File: config.mk
export PLATFORM = sky130hd
export DESIGN_NAME = spi_cmd_decoder
export DESIGN_NICKNAME = d
export VERILOG_FILES = /design/src/rtl/spi_cmd_pkg.sv /design/src/rtl/spi_xor_csum.sv /design/src/rtl/spi_cmd_decoder.sv
export SDC_FILE = /design/constraint.sdc
export NUM_CORES = 1
export LEC_CHECK = 0
export ABC_AREA = 1
export ABC_CLOCK_PERIOD_IN_PS = 4300
export CAP_MARGIN = 10
export CORE_AREA = 2 2 260 262
export DETAILED_ROUTE_END_ITERATION = 10
export DIE_AREA = 0 0 262 264
export DONT_BUFFER_PORTS = 1
export GPL_TIMING_DRIVEN = 0
export PLACE_DENSITY = 0.64
export SETUP_SLACK_MARGIN = 0.2
export SYNTH_ARGS = -nofsm -noshare
export SYNTH_HDL_FRONTEND = slang
export SYNTH_HIERARCHICAL = 1
export SYNTH_SLANG_ARGS = --single-unit
File: constraint.sdc
create_clock -name CLK -period 4.3 [get_ports CLK]
set_input_delay 0.645 -clock CLK [delete_from_list [all_inputs] [get_ports CLK]]
set_output_delay 0.645 -clock CLK [all_outputs]
set_load 0.01 [all_outputs]
File: src/rtl/spi_cmd_pkg.sv
// Shared definitions for the SPI command decoder: frame layout, opcodes,
// status codes and FSM state encodings.
package spi_cmd_pkg;

  localparam int FRAME_W    = 136;
  localparam int CSUM_W     = 8;
  localparam int CSUM_BYTES = (FRAME_W - CSUM_W) / 8;

  localparam int OP_HI   = 135;
  localparam int OP_LO   = 128;
  localparam int ADDR_HI = 127;
  localparam int ADDR_LO = 120;
  localparam int DATA_HI = 119;
  localparam int DATA_LO = 88;
  localparam int SEQ_HI  = 87;
  localparam int SEQ_LO  = 80;

  localparam logic [7:0] OP_NOP   = 8'h00;
  localparam logic [7:0] OP_WRITE = 8'h01;
  localparam logic [7:0] OP_READ  = 8'h02;

  localparam logic [7:0] ST_OK       = 8'h00;
  localparam logic [7:0] ST_BAD_CSUM = 8'hE1;
  localparam logic [7:0] ST_BAD_OP   = 8'hE2;
  localparam logic [7:0] ST_BAD_ADDR = 8'hE3;
  localparam logic [7:0] ST_RO_WRITE = 8'hE4;

  localparam logic [7:0] STAT_BASE = 8'h10;

  typedef enum logic [2:0] {
    S_IDLE     = 3'd0,
    S_LATCH    = 3'd1,
    S_CHECK    = 3'd2,
    S_EXEC     = 3'd3,
    S_WAIT_END = 3'd4
  } state_t;

endpackage

File: src/rtl/spi_xor_csum.sv
// Combinational XOR of the 16 payload bytes above the checksum byte.
module spi_xor_csum
  import spi_cmd_pkg::*;
(
  input  logic [FRAME_W-1:CSUM_W] body,
  output logic [CSUM_W-1:0]       csum
);

  always_comb begin
    csum = '0;
    for (int i = 0; i < CSUM_BYTES; i++) begin
      csum = csum ^ body[CSUM_W + 8*i +: 8];
    end
  end

endmodule

File: src/rtl/spi_cmd_decoder.sv
// Decodes 136-bit SPI request frames into config writes / register reads and
// stages a checksummed response that is presented once the frame has ended.
module spi_cmd_decoder
  import spi_cmd_pkg::*;
#(
  parameter int NREG  = 8,
  parameter int NSTAT = 4
) (
  input  logic                  CLK,
  input  logic                  RESET,
  input  logic [FRAME_W-1:0]    RECEIVED,
  input  logic                  RXED,
  input  logic [32*NSTAT-1:0]   STATUS_IN,
  output logic [FRAME_W-1:0]    TO_SEND,
  output logic [32*NREG-1:0]    CFG,
  output logic                  CMD_DONE,
  output logic [7:0]            ERR_CNT
);

  state_t state_reg, state_next;
  logic rxed_reg, rxed_rise;
  logic latch_en, check_en, exec_en, load_en;
  logic [FRAME_W-1:0] frame_reg, staging_reg, to_send_reg;
  logic [7:0] status_reg, status_next, seq_reg, err_cnt_reg;
  logic cmd_done_reg;
  logic [7:0] op, addr;
  logic [31:0] wdata, cfg_rd, stat_rd, rdata;
  logic is_cfg, is_stat, op_ok;
  logic [FRAME_W-1:CSUM_W] csum_body, resp_body;
  logic [CSUM_W-1:0] csum;

  // Reset to 1 so a frame still in flight when reset drops is not re-seen as new.
  always_ff @(posedge CLK) begin
    if (RESET) rxed_reg <= 1'b1;
    else       rxed_reg <= RXED;
  end
  assign rxed_rise = RXED & ~rxed_reg;

  always_ff @(posedge CLK) begin
    if (RESET) state_reg <= S_IDLE;
    else       state_reg <= state_next;
  end

  always_comb begin
    state_next = state_reg;
    case (state_reg)
      S_IDLE:     if (rxed_rise) state_next = S_LATCH;
      S_LATCH:    state_next = S_CHECK;
      S_CHECK:    state_next = S_EXEC;
      S_EXEC:     state_next = S_WAIT_END;
      S_WAIT_END: if (!rxed_reg) state_next = S_IDLE;
      default:    state_next = S_IDLE;
    endcase
  end

  always_comb begin
    latch_en = 1'b0;
    check_en = 1'b0;
    exec_en  = 1'b0;
    load_en  = 1'b0;
    case (state_reg)
      S_LATCH:    latch_en = 1'b1;
      S_CHECK:    check_en = 1'b1;
      S_EXEC:     exec_en  = 1'b1;
      S_WAIT_END: load_en  = ~rxed_reg;
      default:    ;
    endcase
  end

  assign op    = frame_reg[OP_HI:OP_LO];
  assign addr  = frame_reg[ADDR_HI:ADDR_LO];
  assign wdata = frame_reg[DATA_HI:DATA_LO];
  assign op_ok = (op == OP_NOP) || (op == OP_WRITE) || (op == OP_READ);

  always_comb begin
    is_cfg = 1'b0;
    cfg_rd = '0;
    for (int k = 0; k < NREG; k++) begin
      if (addr == 8'(k)) begin
        is_cfg = 1'b1;
        cfg_rd = CFG[32*k +: 32];
      end
    end
    is_stat = 1'b0;
    stat_rd = '0;
    for (int k = 0; k < NSTAT; k++) begin
      if (addr == STAT_BASE + 8'(k)) begin
        is_stat = 1'b1;
        stat_rd = STATUS_IN[32*k +: 32];
      end
    end
  end

  // NOP carries no address, so only READ/WRITE are range-checked.
  always_comb begin
    if (csum != frame_reg[CSUM_W-1:0])                     status_next = ST_BAD_CSUM;
    else if (!op_ok)                                      status_next = ST_BAD_OP;
    else if (op != OP_NOP && !is_cfg && !is_stat)         status_next = ST_BAD_ADDR;
    else if (op == OP_WRITE && is_stat)                   status_next = ST_RO_WRITE;
    else                                                  status_next = ST_OK;
  end

  always_comb begin
    rdata = '0;
    if (status_reg == ST_OK) begin
      if (op == OP_WRITE)     rdata = wdata;
      else if (op == OP_READ) rdata = is_cfg ? cfg_rd : stat_rd;
    end
  end

  assign resp_body = {status_reg, addr, rdata, seq_reg, {(SEQ_LO-CSUM_W){1'b0}}};
  // One checksum unit: request body while checking, response body while executing.
  assign csum_body = exec_en ? resp_body : frame_reg[FRAME_W-1:CSUM_W];

  spi_xor_csum u_csum (
    .body (csum_body),
    .csum (csum)
  );

  always_ff @(posedge CLK) begin
    if (RESET) begin
      frame_reg    <= '0;
      status_reg   <= '0;
      staging_reg  <= '0;
      to_send_reg  <= '0;
      cmd_done_reg <= 1'b0;
      seq_reg      <= '0;
      err_cnt_reg  <= '0;
    end else begin
      cmd_done_reg <= load_en;
      if (latch_en) frame_reg  <= RECEIVED;
      if (check_en) status_reg <= status_next;
      if (exec_en) begin
        staging_reg <= {resp_body, csum};
        if (status_reg != ST_OK && err_cnt_reg != 8'hFF)
          err_cnt_reg <= err_cnt_reg + 8'd1;
      end
      if (load_en) begin
        to_send_reg <= staging_reg;
        seq_reg     <= seq_reg + 8'd1;
      end
    end
  end

  for (genvar gi = 0; gi < NREG; gi++) begin : g_cfg
    logic [31:0] word_reg;
    always_ff @(posedge CLK) begin
      if (RESET)
        word_reg <= '0;
      else if (exec_en && status_reg == ST_OK && op == OP_WRITE && addr == 8'(gi))
        word_reg <= wdata;
    end
    assign CFG[32*gi +: 32] = word_reg;
  end

  assign TO_SEND  = to_send_reg;
  assign CMD_DONE = cmd_done_reg;
  assign ERR_CNT  = err_cnt_reg;

endmodule

# Word-level counts from Yosys, hierarchy flattened

Index checks and enable logic that the tools add are counted.

Register bits after elaboration: 549
Input port bits: 267
Output and inout bits: 401
Word-level logic and storage cells: 123

$add $sub $neg: 2
Equal/unequal tests: 21
Mux-type cells: 40
Bitwise operators: 17
Reductions and logical operators: 26

Operators by type and width:

| kind                | count |
|---|---|
| $mux 32             | 16 |
| $mux 128            | 1 |
| $xor 8x8->8         | 15 |
| $eq 8x3->1 const B  | 4 |
| $eq 8x5->1 const B  | 4 |
| $mux 8              | 4 |
| $eq 8x2->1 const B  | 3 |
| $logic_not 8->1     | 3 |
| $add 8x1->8 const B | 2 |
| $eq 8x1->1 const B  | 2 |
| $mux 1              | 16 |
| $reduce_bool 8->1   | 2 |
| $pmux 3 s5          | 1 |
| $logic_and 1x1->1   | 14 |
| $ne 8x8->1          | 1 |
| $ne 8x8->1 const B  | 1 |
| $eq 3x2->1 const B  | 2 |
| $mux 3              | 2 |
| $ne 2x2->1 const B  | 2 |
| $reduce_and 2->1    | 2 |
| $eq 3x1->1 const B  | 1 |
| $eq 3x3->1 const B  | 1 |
| $logic_not 3->1     | 1 |
| $logic_not 1->1     | 2 |
| other kinds (3)     | 4 |

# Longest topological paths before layout

Gate-level depths: netlist of run 1.

Depth after elaboration: 31
Gate-level depth with buffers: 30
Mapped depth without buffers: 28

# Hierarchy

Netlist of run 1, hierarchy kept.

Modules (own cells, without submodules):

| module          | instances | cells each | area an instance (um2) | seq. area each (um2) |
|---|---|---|---|---|
| spi_cmd_decoder | 1         | 3452       | 24338.3                | 10750.3 |
| spi_xor_csum    | 1         | 362        | 1854.3                 | 0.0 |

# Worst setup path before layout of run 1

Ideal clock, no wire load.

Path kind: reg2reg
Start: register frame_reg[120]
End: register status_reg[1]
Library setup time: 70 ps
Data arrival time: 3318 ps
Data required time: 4230 ps
Setup slack: 912 ps
Stages on the path, launching flop included: 30
Path buffers: 2
Period minus slack after synthesis: 3388 ps
Path through: dfxtp_1 buf_4 inv_2 nor2_2 nand2_2 nor2_4 buf_4 nand2_1 nand3_1 nand3_1 a21oi_1 nand4_1 nand2_1 o211ai_1 xor2_1 nand2_1 nand2_1 nand2_1 nand2_1 nand2_1 nand2_1 nand2_1 nand2_1 xnor2_1 nand3_1 nor3_1 nand3_1 nor4_1 o21ai_0 a21oi_1

Elaborated cells on any way between the ends: 55
Classes of those cells: eq/ne (12); mux (32); bitwise (6); reduce/logical (5)

RTL lines:

| item                                                  | RTL line               | text |
|---|---|---|
| start, declared                                       | spi_cmd_decoder.sv:23  | `logic [FRAME_W-1:0] frame_reg, staging_reg, to_send_reg;` |
| start signal, assigned                                | spi_cmd_decoder.sv:122 | `frame_reg <= '0;` |
| start signal, assigned                                | spi_cmd_decoder.sv:131 | `if (latch_en) frame_reg <= RECEIVED;` |
| $logic_not 8->1                                       | spi_cmd_decoder.sv:79  | `if (addr == 8'(k)) begin` |
| $mux 32 / $mux 1 (equally long branches) (8 in a row) | spi_cmd_decoder.sv:79  |  |
| $mux 32 * (2 in a row)                                | spi_cmd_decoder.sv:107 | `else if (op == OP_READ) rdata = is_cfg ? cfg_rd : stat_rd;` |
| $mux 32 *                                             | spi_cmd_decoder.sv:106 | `if (op == OP_WRITE) rdata = wdata;` |
| $mux 32 *                                             | spi_cmd_decoder.sv:105 | `if (status_reg == ST_OK) begin` |
| $mux 128 *                                            | spi_cmd_decoder.sv:113 | `assign csum_body = exec_en ? resp_body : frame_reg[FRAME_W-1:CSUM_W];` |
| net csum_body, one bit                                | spi_cmd_decoder.sv:29  | `logic [FRAME_W-1:CSUM_W] csum_body, resp_body;` |
| $xor 8x8->8 * (5 in a row)                            | spi_xor_csum.sv:12     | `csum = csum ^ body[CSUM_W + 8*i +: 8];` |
| net csum[0]                                           | spi_cmd_decoder.sv:30  | `logic [CSUM_W-1:0] csum;` |
| $ne 8x8->1 *                                          | spi_cmd_decoder.sv:96  | `if (csum != frame_reg[CSUM_W-1:0]) status_next = ST_BAD_CSUM;` |
| $mux 8 *                                              | spi_cmd_decoder.sv:96  |  |
| end signal, assigned                                  | spi_cmd_decoder.sv:132 | `if (check_en) status_reg <= status_next;` |
| end, declared                                         | spi_cmd_decoder.sv:24  | `logic [7:0] status_reg, status_next, seq_reg, err_cnt_reg;` |

The timed path passes the listed nets; every way through them passes the cells marked *.
A chain may end at the register's enable or synchronous reset.

# Worst setup path after layout of run 1

Start: register frame_reg[126]
End: register status_reg[2]

Elaborated cells on any way between the ends: 57
Classes of those cells: eq/ne (12); mux (33); bitwise (6); reduce/logical (6)

RTL lines:

| item                                                  | RTL line |
|---|---|
| $logic_not 8->1                                       | spi_cmd_decoder.sv:79 |
| $mux 32 / $mux 1 (equally long branches) (8 in a row) | spi_cmd_decoder.sv:79 |
| $mux 32 * (2 in a row)                                | spi_cmd_decoder.sv:107 |
| $mux 32 *                                             | spi_cmd_decoder.sv:106 |
| $mux 32 *                                             | spi_cmd_decoder.sv:105 |
| $mux 128 *                                            | spi_cmd_decoder.sv:113 |
| net csum_body, one bit                                | spi_cmd_decoder.sv:29 |
| $xor 8x8->8 * (3 in a row)                            | spi_xor_csum.sv:12 |
| net csum[0]                                           | spi_cmd_decoder.sv:30 |
| $ne 8x8->1 *                                          | spi_cmd_decoder.sv:96 |
| $mux 8 *                                              | spi_cmd_decoder.sv:96 |

Marks and branches as above.

==> results of run 1 <==
-- stage by stage --
stage          TNS, ns  setup slack (ns)  std cells    util
2_1_floorplan        0            0.9120       3887       -
3_3_place_gp    -5.340            -1.408       4760  0.4140
3_5_place_dp    -5.570            -1.409       4760  0.4140
4_1_cts              0            0.1441       4925  0.4611
5_1_grt              0         0.0009366       4978  0.4717
6_report             0            0.1397       4983  0.4719
-- worst reg2reg max path: cells and delay by family, from the launching register on --
kind	cells	cell delay (ns)
flip-flops	1	0.35
AND/OR/NAND/NOR	19	2.35
XOR/XNOR	2	0.35
buffers and inverters	4	0.66
AO/OA/AOI/OAI	3	0.38
-- layout make-up --
class | count | area (um^2)
multi-input combinational | 2528 | 12900
timing repair buffer | 93 | 897.1
fill | 6725 | 35150
tap | 873 | 1092
sequential | 537 | 10780
inverter | 493 | 1894
antenna | 24 | 60.06
clock buffer | 89 | 1758
clock inverter | 17 | 207.7
buffer | 329 | 1832
-- routing by layer --
layer | global-route usage | share of wire | vias up
li1 | - | - | 12500
met1 | 0.4068 | 0.38 | 12370
met2 | 0.5208 | 0.45 | 1420
met3 | 0.1128 | 0.12 | 287
met4 | 0.1674 | 0.051 | 20
met5 | 0 | 0.0011 | -
-- power groups by stage --
stage               clock (mW)  combinational [mW]  sequential, mW
finish                    5.23                1.85            5.10
global route              5.44                1.98            5.10
CTS                       5.24                1.71            5.10
detailed placement           0                1.55            5.21
global placement             0                1.53            5.21
floorplan                    0                1.05            5.19
-- worst paths after layout --
check | slack [ns] | cells past startpoint | end | from
worst min-delay path | 0.14 | 1 | rxed_reg | RXED
worst max register to register | 0.14 | 28 | status_reg[2] | frame_reg[126]
worst min register to register | 0.45 | 2 | frame_reg[85] | frame_reg[85]
worst max-delay path | 0.14 | 28 | status_reg[2] | frame_reg[126]
-- placed cells by master (no fill, tap or decap), types with 19 or more instances in the layout --
cell type	instances
a211oi_1	66
nand3_1	141
a211oi_2	44
xnor2_1	36
clkbuf_8	20
xor2_1	42
inv_1	464
nand4_1	32
a21oi_1	423
conb_1	74
nand3_2	22
dfxtp_1	529
o21ai_0	270
nor2_1	236
a21oi_2	23
inv_2	19
nand2_2	35
clkbuf_16	60
buf_2	31
buf_4	172
diode_2	24
clkbuf_1	180
nand2_1	937
o211ai_1	38
-- repair_timing --
item	in CTS	in global routing
pin swaps	81	59
endpoints found under the setup margin	11	5
gates resized for setup	172	98
setup buffers	57	32
gates cloned	2	2
hold endpoints to repair	0	0
-- kinds of logic after synthesis --
| logic type | count (synthesis) | share of synthesized area |
|---|---|---|
| adder cells (fa/ha/maj) | 2 | 0.0009552 |
| other | 1 | 0.0001432 |
| flip-flops | 537 | 0.4104 |
| XOR/XNOR | 86 | 0.02876 |
| AND/OR/NAND/NOR | 1465 | 0.2320 |
| buffers and inverters | 822 | 0.1327 |
| AO/OA/AOI/OAI | 901 | 0.1950 |
==> flow_summary.yaml, run 1 <==
outcome:
  status: "complete, no violations"
worst_setup_path:
  critPathKind: "flop to flop"
  end_kind: "flop"
  critPathBufInv: 4
  required_ns: 4.85
  crit_top_cell: "nand3_2"
  slowest_delay_ns: 0.35
  path_max_fanout: 6
  cpMaxStageDelayCell: "dfxtp_4"
  start_kind: "flop"
  crit_family: "simple AND/OR/NAND/NOR gates"
  cp.arrival_ns: 4.71
synthesis:
  yosysSeqAreaShare: 0.4104
  netlist_top_cells_count: "nand2_1, dfxtp_1, inv_1, a21oi_1, o21ai_0"
  netlist_top_cells_area: "dfxtp_1, nand2_1, a21oi_1, inv_1, o21ai_0"
  synth_top_area_cell: "dfxtp_1"
  ys_types: 41
  syn_area_mm2: 0.02619
  synth_flop_cell: "dfxtp_1"
  yosys.area.top_type_share: 0.4104
  postSynth.asyncResetShare: 0
  syn_area_per_cell_um2: 6.867
  synth-seq-cells: 537
  ys_warn_count: 6
  synthCells: 3814
  yosysMostFrequentCell: "nand2_1"
  synth-edff-count: 0
cts:
  cts_root_buf: "clkbuf_16"
  cts_max_level: 2
  cts_buffers: 58
  clock_sinks: 537
  clk_latency_ns: 0.64
  clk_pin_slew_worst_paths_ns: 0.06
  cts.hold.buffers_added: 0
  cts_tree: "done"
  clock_path_buffers: 3
hold_path:
  holdCritPathClass: "primary input to flop"
timing:
  hold_slack_ns: 0.1374
  hold_viol: 0
  fmax_mhz: 240.4
  fin_skew_ns: 0.04032
  layout_min_cycle_time_ns: 4.160
  rsz0062_at_grt: "yes"
  setup_violations: 0
  worst_pin_slew_ns: 1.262
  finalCritPeriodShare: 0.9675
  relSlewSlack: 0.1588
  maxSlewViolCount: 0
grt:
  grt_first_pass_wirelength_um: 165700
  grt_overflow: 0
  grt_pass1_vias: 23770
  grt_max_degree: 16
  antenna_found_initial: 40
  grtUsageTotal: 0.3333
power:
  p_int_mw: 8.693
  p_leak_nw: 12.87
  power_density_mw_per_mm2: 387.4
  ir_drop_mv: 0.3092
  pwr-share-comb: 0.152
  netSwitchingFraction: 0.2858
  p_sw_mw: 3.478
  power.total_mw: 12.17
  p_clk_frac: 0.430
  sequentialPowerShare: 0.419
placed_design:
  gp_congestion: 0.9626
  port_buffers: 0
  place_area_mm2: 0.02756
  hpwlAfterDp_um: 96630
floorplanning:
  ios: 668
  die_w_um: 262
  die_area_mm2: 0.06917
  core_area_mm2: 0.06656
  rows: 95
  fp.dieH_um: 264
  start_util: 0.3935
routing:
  routedWlPerCell_um: 24.44
  postRouteAntennaNets: 0
  routed_wirelength_um: 121800
  vias: 26590
  drc: 0
  via_per_inst: 5.337
  first_pass_iters: 6
  drt_iter0_markers: 2717
layout:
  area_growth_pct: 19.93
  drive_gt1_frac: 0.1385
  final_nets: 4309
  final_cell_area_mm2: 0.03141
  largest_register_ffs: 256
job:
  cap_violations: 0
No activity file was read; power rests on OpenSTA's default activity.
==> inputs of run 2 (changes only) <==
--- a/config.mk
+++ b/config.mk
@@ -8,12 +8,12 @@
 export ABC_AREA = 1
 export ABC_CLOCK_PERIOD_IN_PS = 4300
 export CAP_MARGIN = 10
-export CORE_AREA = 2 2 260 262
+export CORE_AREA = 4 4 254 256
 export DETAILED_ROUTE_END_ITERATION = 10
-export DIE_AREA = 0 0 262 264
+export DIE_AREA = 0 0 258 260
 export DONT_BUFFER_PORTS = 1
-export GPL_TIMING_DRIVEN = 0
-export PLACE_DENSITY = 0.64
+export GPL_TIMING_DRIVEN = 1
+export PLACE_DENSITY = 0.67
 export SETUP_SLACK_MARGIN = 0.2
 export SYNTH_ARGS = -nofsm -noshare
 export SYNTH_HDL_FRONTEND = slang
==> flow_summary.yaml, run 2 (synthesized netlist as in run 1, its figures left out) <==
routing:
  drc: 0
  routedWlPerCell_um: 23.44
  routed.top_layer: "met5"
  wl_met1_um: 40900
  met3_length_um: 11940
  routed_wirelength_um: 108500
  wl_met2_um: 50710
  drt_iter0_markers: 2519
  postRouteAntennaNets: 0
  first_pass_iters: 7
  via_per_inst: 5.412
  vias: 25050
timing:
  hold_viol: 0
  tns_ns: 0
  finalCritPeriodShare: 0.9149
  fmax_mhz: 254.2
  worst_pin_slew_ns: 1.163
  maxSlewViolCount: 0
  layout_min_cycle_time_ns: 3.934
  fin_skew_ns: 0.04324
  rsz0062_at_grt: "yes"
  setup_violations: 0
  relSlewSlack: 0.2232
worst_setup_path:
  critPathBufInv: 4
  slowest_delay_ns: 0.32
  cp_num_cells: 25
  end_kind: "flop"
  rr_startpoint: "frame_reg[122]"
  cpMaxStageDelayCell: "dfxtp_2"
  required_ns: 4.83
  r2r-end: "status_reg[2]"
  crit_top_cell: "nand3_1"
  crit_path_end: "status_reg[2]"
  crit_family: "simple AND/OR/NAND/NOR gates"
  r2r_slack_ns: 0.37
  crit_start: "frame_reg[122]"
  path_max_fanout: 7
  critPathKind: "flop to flop"
  reg2regPathDepth: 25
  cp.arrival_ns: 4.47
  start_kind: "flop"
cts:
  cts_root_buf: "clkbuf_16"
  clock_sinks: 537
  clk_pin_slew_worst_paths_ns: 0.06
  cts_tree: "done"
  clock_path_buffers: 3
  clk_latency_ns: 0.64
  cts_buffers: 59
  cts_max_level: 2
power:
  ir_drop_mv: 0.3303
  power_density_mw_per_mm2: 401.0
  p_leak_nw: 11.86
layout:
  final_cell_area_mm2: 0.02940
  area_growth_pct: 12.24
  largest_register_ffs: 256
  post-route-util: 0.4703
  drive_gt1_frac: 0.1004
  final_nets: 3992
  layout_common_cells: "nand2_1, dfxtp_1, inv_1"
  final_common_cell: "nand2_1"
placed_design:
  hpwlAfterDp_um: 78300
  gp_congestion: 0.9493
  place_area_mm2: 0.02659
  port_buffers: 0
grt:
  grt_pass1_vias: 21650
  grt_first_pass_wirelength_um: 147600
  antenna_found_initial: 34
  grt_max_degree: 287
  grtUsageTotal: 0.2922
  grt_overflow: 0
floorplanning:
  rows: 92
  die_area_mm2: 0.06708
  ios: 668
  fp.dieH_um: 260
  start_util: 0.4190
  die_w_um: 258
  core_area_mm2: 0.06250
hold_path:
  holdCritPathClass: "primary input to flop"
outcome:
  status: "complete, no violations"
job:
  cap_violations: 0
==> run 2: layout make-up <==
type | instances | area [um^2]
repair buffers | 104 | 1182
clock buffers | 82 | 1673
clock inverters | 22 | 249.0
inverters | 493 | 1873
fillers | 6253 | 33110
well taps | 846 | 1059
multi-input cells | 2528 | 12560
diodes | 17 | 42.54
flip-flops and latches | 537 | 10760
==> run 2: per-stage QoR <==
step | hold WS, ns | cells | power (mW) | setup WS (ns)
finish | 0.1262 | 4629 | 11.79 | 0.3661
floorplan | 0.4227 | 3887 | 6.246 | 0.9120
global placement | 0.4343 | 4469 | 6.572 | 0.1531
global route | 0.09613 | 4623 | 12.18 | 0.1115
CTS | 0.07795 | 4578 | 11.66 | 0.2097
detailed placement | 0.4385 | 4469 | 6.591 | 0.09952
==> run 2: worst min path at each step <==
| stage | startpoint | to | slack, ns | cells after the start |
|---|---|---|---|---|
| 2_1_floorplan | seq_reg[7] | seq_reg[7] | 0.42 | 1 |
| 3_3_place_gp | seq_reg[7] | seq_reg[7] | 0.43 | 1 |
| 3_5_place_dp | frame_reg[81] | frame_reg[81] | 0.44 | 2 |
| 4_1_cts | RESET | staging_reg[87] | 0.08 | 1 |
| 5_1_grt | RESET | staging_reg[80] | 0.1 | 1 |
| 6_report | RESET | staging_reg[80] | 0.13 | 1 |
==> run 2: routing by layer <==
metal,vias up,global-route usage
met1,11550,0.3489
met2,1302,0.4887
met4,26,0.1192
li1,11870,-
met3,306,0.09241
met5,-,0
==> run 2: timing repair <==
action / 4_1_cts / 5_1_grt
gates resized for setup: 5 / 103
cloned: 0 / 9
hold buffers: 0 / 0
endpoints found under the setup margin: 3 / 4
buffers inserted: 5 / 25
pin swaps: 5 / 62
==> run 2: power breakdown <==
part	internal (mW)	total, mW	switching (mW)
clock	2.94	5.12	2.17
combinational	0.511	1.50	0.994
sequential	5.06	5.17	0.108
